===== config.mk =====
export PLATFORM = sky130hd
export DESIGN_NAME = kmeans_pass_ctrl_k2_d4
export DESIGN_NICKNAME = d
export VERILOG_FILES = /design/src/rtl/kmeans_pkg.sv /design/src/rtl/kmeans_acc_bank.sv /design/src/rtl/kmeans_pass_ctrl_k2_d4.sv
export SDC_FILE = /design/constraint.sdc
export NUM_CORES = 1
export LEC_CHECK = 0
export BUFFER_PORTS_ARGS = -buffer_cell sky130_fd_sc_hd__clkbuf_2
export CAP_MARGIN = 20
export CORE_ASPECT_RATIO = 1.25
export CORE_MARGIN = 8
export CORE_UTILIZATION = 58
export DETAILED_ROUTE_END_ITERATION = 10
export MAX_ROUTING_LAYER = met4
export PLACE_DENSITY = 0.8
export SETUP_SLACK_MARGIN = 0.15
export SYNTH_ARGS = -nofsm -noshare
export SYNTH_HDL_FRONTEND = slang
export SYNTH_SLANG_ARGS = --single-unit

===== constraint.sdc =====
create_clock -name clk -period 6.55 [get_ports clk]
set_input_delay 0.3275 -clock clk [delete_from_list [all_inputs] [get_ports clk]]
set_output_delay 0.3275 -clock clk [all_outputs]
set_load 0.01 [all_outputs]

===== src/rtl/kmeans_pkg.sv =====
// Shared definitions for the K=2, D=4 k-means pass controller:
// FSM encoding, geometry constants and bus packing offsets.
package kmeans_pkg;

    localparam int unsigned K            = 2;
    localparam int unsigned D            = 4;
    localparam int unsigned PIPE_LATENCY = 5;

    typedef enum logic [1:0] {
        ST_IDLE,
        ST_RUN,
        ST_DRAIN,
        ST_DONE
    } state_t;

    // LSB of dimension d within a packed sample bus of element width w.
    function automatic int unsigned samp_lsb(input int unsigned d, input int unsigned w);
        return d * w;
    endfunction

    // LSB of centroid k, dimension d within the packed centroid bus; k0d0 at bit 0.
    function automatic int unsigned cent_lsb(input int unsigned k, input int unsigned d,
                                             input int unsigned w);
        return (k * D + d) * w;
    endfunction

endpackage


===== src/rtl/kmeans_acc_bank.sv =====
// Per-centroid per-dimension sum and count accumulators with a combinational read mux.
module kmeans_acc_bank
    import kmeans_pkg::*;
#(
    parameter int input_data_width = 16,
    parameter int cnt_width        = 16,
    localparam int W = input_data_width,
    localparam int C = cnt_width
) (
    input  logic             clk,
    input  logic             rst,
    input  logic             clr,
    input  logic             en,
    input  logic             sel,
    input  logic [D*W-1:0]   data,
    input  logic             rd_k,
    input  logic [1:0]       rd_d,
    output logic [W+C-1:0]   rd_sum,
    output logic [C-1:0]     rd_cnt
);

    logic [W+C-1:0] sum_q [K][D];
    logic [C-1:0]   cnt_q [K];

    // clr wins over en so a new pass always starts from zero.
    always_ff @(posedge clk) begin
        if (rst || clr) begin
            for (int unsigned k = 0; k < K; k++) begin
                cnt_q[k] <= '0;
                for (int unsigned d = 0; d < D; d++) begin
                    sum_q[k][d] <= '0;
                end
            end
        end else if (en) begin
            for (int unsigned d = 0; d < D; d++) begin
                sum_q[sel][d] <= sum_q[sel][d] + {{C{1'b0}}, data[samp_lsb(d, W) +: W]};
            end
            cnt_q[sel] <= cnt_q[sel] + 1'b1;
        end
    end

    assign rd_sum = sum_q[rd_k][rd_d];
    assign rd_cnt = cnt_q[rd_k];

endmodule


===== src/rtl/kmeans_pass_ctrl_k2_d4.sv =====
// Sequences one k-means assignment pass: holds centroids, streams samples into the
// external distance pipeline and accumulates the returned assignments.
module kmeans_pass_ctrl_k2_d4
    import kmeans_pkg::*;
#(
    parameter int input_data_width = 16,
    parameter int cnt_width        = 16,
    parameter int pipe_latency     = PIPE_LATENCY,
    localparam int W = input_data_width,
    localparam int C = cnt_width
) (
    input  logic               clk,
    input  logic               rst,
    input  logic               start,
    input  logic [C-1:0]       num_points,
    input  logic               cfg_we,
    input  logic               cfg_k,
    input  logic [1:0]         cfg_d,
    input  logic [W-1:0]       cfg_data,
    input  logic               s_valid,
    output logic               s_ready,
    input  logic [D*W-1:0]     s_data,
    output logic [K*D*W-1:0]   pipe_centroid,
    output logic [D*W-1:0]     pipe_data,
    input  logic [D*W-1:0]     pipe_out_data,
    input  logic               pipe_sel,
    output logic               busy,
    output logic               done,
    input  logic               rd_k,
    input  logic [1:0]         rd_d,
    output logic [W+C-1:0]     rd_sum,
    output logic [C-1:0]       rd_cnt
);

    state_t                  state;
    logic [C-1:0]            npts;
    logic [C-1:0]            issued;
    logic [pipe_latency-1:0] vld_sr;
    logic [W-1:0]            cent [K][D];
    logic                    accept;
    logic                    acc_clr;

    assign s_ready = (state == ST_RUN) && (issued != npts);
    assign accept  = s_valid && s_ready;
    assign acc_clr = (state == ST_IDLE) && start;

    always_comb begin
        pipe_centroid = '0;
        for (int unsigned k = 0; k < K; k++) begin
            for (int unsigned d = 0; d < D; d++) begin
                pipe_centroid[cent_lsb(k, d, W) +: W] = cent[k][d];
            end
        end
    end

    always_ff @(posedge clk) begin
        if (rst) begin
            state     <= ST_IDLE;
            busy      <= 1'b0;
            done      <= 1'b0;
            npts      <= '0;
            issued    <= '0;
            vld_sr    <= '0;
            pipe_data <= '0;
            for (int unsigned k = 0; k < K; k++) begin
                for (int unsigned d = 0; d < D; d++) begin
                    cent[k][d] <= '0;
                end
            end
        end else begin
            vld_sr <= {vld_sr[pipe_latency-2:0], accept};
            if (accept) begin
                pipe_data <= s_data;
                issued    <= issued + 1'b1;
            end
            unique case (state)
                ST_IDLE: begin
                    // The write lands in the same edge as start, so the pass sees it.
                    if (cfg_we) begin
                        cent[cfg_k][cfg_d] <= cfg_data;
                    end
                    if (start) begin
                        npts   <= num_points;
                        issued <= '0;
                        busy   <= 1'b1;
                        state  <= ST_RUN;
                    end
                end
                ST_RUN: begin
                    if (issued == npts) begin
                        state <= ST_DRAIN;
                    end
                end
                ST_DRAIN: begin
                    if (vld_sr == '0) begin
                        done  <= 1'b1;
                        state <= ST_DONE;
                    end
                end
                ST_DONE: begin
                    done  <= 1'b0;
                    busy  <= 1'b0;
                    state <= ST_IDLE;
                end
                default: state <= ST_IDLE;
            endcase
        end
    end

    kmeans_acc_bank #(
        .input_data_width (W),
        .cnt_width        (C)
    ) u_acc (
        .clk    (clk),
        .rst    (rst),
        .clr    (acc_clr),
        .en     (vld_sr[pipe_latency-1]),
        .sel    (pipe_sel),
        .data   (pipe_out_data),
        .rd_k   (rd_k),
        .rd_d   (rd_d),
        .rd_sum (rd_sum),
        .rd_cnt (rd_cnt)
    );

endmodule


==> results.yml <==
global_routing:
  grt_overflow: 0
  grt_start_max_net_pins: 100
  grt_pass1_vias: 22600
  grt_pass1_wl_mm: 129
  antenna_found_initial: 11
  track_usage_pct: 30.6
sta:
  final-setup-viol-count: 0
  period_needed_ns: 4.00
  period_share_pct: 61.1
  worstMarginPinSlew_ns: 1.02
  fin_setup_tns_ns: 0
  hold_viol: 0
  clock_skew_ns: 0.0255
  fmax_ghz: 0.250
  maxSlewHeadroom_pct: 32.0
  rsz0062_at_grt: "no"
  finalWorstSetupSlack_ns: 2.55
  final_max_slew_viol_count: 0
cells_and_area:
  layout-drive-gt1-share_pct: 24.5
  area_growth_syn_to_layout_pct: 18.6
  final_util_pct: 69.1
  fin_nets: 3177
floorplanning:
  dieWidth_um: 212
  start_util_pct: 58.3
  io_pins: 415
  core-area_sq_um: 47900
  die_area_sq_um: 55400
  rows: 90
  die_h_um: 261
setup_path:
  path_common_cell: "buf_4"
  cp_max_fo: 65
  path_cells: "inv_1 > ha_1 > and2_1 > nor2_1 > buf_4 > and2_1 > buf_4 > nand2_2 > nand2_4 > buf_4"
  crit_buf_inv: 4
  cp_slowest_cell: "nand2_4"
  crit_type: "flop to flop"
  start_kind: "flop"
  cp_top_family: "simple AND/OR/NAND/NOR gates"
  critPathArrivalTime_ns: 4.28
  worstPathRequired_ns: 6.82
  end_kind: "flop"
  max_stage_delay_ns: 0.76
yosys:
  syn_inst: 2484
  ys_warn_count: 0
  syn_nets: 2731
  ys_types: 70
  seq_area_frac_synth_pct: 52.3
  async_reset_ff_share_pct: 0
  yosys_most_used_dff: "edfxtp_1"
  ys_ff_latch: 521
  synth_edf_count: 416
  avgSynthCellArea_sq_um: 11.2
  netlist_area_sq_um: 27900
clock_tree:
  cts_buffer_depth: 3
  clock_tree.root_cell: "clkbuf_16"
  cts_tree: "built"
  worstSkewPairLatency_ns: 0.63
  htree_levels: 2
  cts.sinks: 521
  clk_pin_slew_ns: 0.06
  cts_resized: 0
  postCtsSetupRepairBufs: 0
  cts_made_buffers: 52
run_status:
  outcome: "completed"
placement:
  preCtsSetupSlack_ns: 2.38
  gp_congestion: 0.948
  hpwl_mm: 57.5
  numPortBuffers: 414
pwr:
  p_total_mw: 10.1
  ir_worst_vdd_mv: 0.370
  power.density_nw_per_um2: 306
  power_leakage_nw: 13.1
detailed_routing:
  first_pass_iters: 6
  drtIter0Drc: 2166
  vias_per_cell: 6.10
  wl_per_cell_um: 23.2
  routed_wirelength_mm: 84.0
  drc: 0
  vias: 22100
  ant_nets: 0
worst_hold_path:
  holdCritPathClass: "primary input to flop"
run:
  cap_viol_max_count: 0
[what timing repair did]
| action | 4_1_cts | 5_1_grt |
|---|---|---|
| endpoints found under the hold margin | 80 | 0 |
| hold buffers | 80 | 0 |
| endpoints found under the setup margin | 0 | 0 |
[area by class of cell]
cell class | count | area [sq um]
clock inverters | 23 | 254
flip-flops and latches | 521 | 14600
repair buffers | 524 | 3120
well taps | 644 | 806
multi-input cells | 1806 | 12700
diodes | 11 | 27.5
inverters | 25 | 93.8
clock buffers | 73 | 1480
fillers | 3336 | 14800
[cell families (layout without fill, tap and decap cells)]
group | count (synthesis) | after routing | synth area share (%)
mux | 210 | 210 | 10.9
simple gates | 915 | 915 | 15.5
flops | 521 | 521 | 52.3
buf+inv | 157 | 645 | 2.31
fa+ha+maj | 75 | 75 | 3.47
other cells | 0 | 11 | 0
xor+xnor | 193 | 193 | 6.06
compound gates | 413 | 413 | 9.41
[cells in the mapped netlist (15+ instances only)]
master    instances  area [sq um]
xor2_1           95           832
edfxtp_1        416         12500
a32oi_1          19           166
or3_1            21           131
ha_1             71           888
buf_2            27           135
a21oi_1         179           896
nor3_1           45           225
nor2b_1          38           238
a31oi_1          15          93.8
o21a_1           19           143
and3_1           37           231
and2_1          122           763
inv_1            25          93.8
nand2_1         253           950
nand3_1          40           200
xnor2_1          98           858
mux4_2           64          1440
a21o_1           37           278
dfxtp_1         105          2100
mux2_2          120          1350
nor2_1          280          1050
o21ai_0          52           260
clkbuf_1         82           308
nand4_1          24           150
mux2i_1          26           260
buf_1            18          67.6
[worst paths after layout]
path / start / endpoint / slack (ns) / cells past startpoint
setup / recovery: state[0] / u_acc.sum_q[1][54] / 2.55 / 10
hold / removal: cfg_data[5] / cent[0][37] / 0.08 / 2
setup reg to reg: state[0] / u_acc.sum_q[1][54] / 2.55 / 10
hold reg to reg: pipe_data[57] / pipe_data[57] / 0.46 / 2
[flip-flops by register name, summed over array words and instances (netlist names)]
register     count
u_acc.sum_q    256
cent           128
pipe_data       64
u_acc.cnt_q     32
issued          16
npts            16
vld_sr           5
state            2
busy             1
done             1
[power breakdown]
part	internal (mW)	switching (mW)
Combinational	1.01	1.57
Sequential	4.15	0.357
Clock	1.72	1.34
[per-layer routing]
metal,vias up,GRT usage [%],share of wire [%]
li1,9970,-,-
met1,10900,34.9,36
met2,1121,52.0,50
met3,190,7.00,9.5
met4,0,11.8,3.9
met5,-,-,0
[through the flow]
step,hold WS [ns],area (sq um),instances
5_1_grt,0.0639,33100,3625
3_5_place_dp,0.447,30500,3438
3_3_place_gp,0.441,30500,3438
2_1_floorplan,0.429,27900,2484
6_report,0.0827,33100,3627
4_1_cts,0.0400,33000,3614
[worst register-to-register path, cell delays in order (launching register included)]
cell,delay (ns)
dfxtp_1,0.39
inv_1,0.10
ha_1,0.25
and2_1,0.35
nor2_1,0.25
buf_4,0.25
and2_1,0.22
buf_4,0.43
nand2_2,0.16
nand2_4,0.76
buf_4,0.47
[cells in the final DEF (no fill, tap or decap), types with 12 or more instances in the layout]
cell type,synthesis,routed
nor2_1,280,280
clkbuf_16,0,54
a32oi_1,19,19
nor3_1,45,45
a21oi_1,179,179
or3_1,21,21
mux4_2,64,64
clkbuf_2,0,411
and2_1,122,121
a31oi_1,15,15
xor2_1,95,95
o21ai_0,52,52
buf_4,4,30
dlygate4sd3_1,0,80
edfxtp_1,416,416
inv_1,25,25
nand4_1,24,24
o21a_1,19,19
mux2i_1,26,26
a21o_1,37,37
and3_1,37,37
a211oi_1,12,12
nor2b_1,38,38
nand2_1,253,246
xnor2_1,98,98
clkbuf_1,82,13
nand3_1,40,40
mux2_2,120,120
dfxtp_1,105,105
ha_1,71,71
Power figures use the tool's default switching activity.
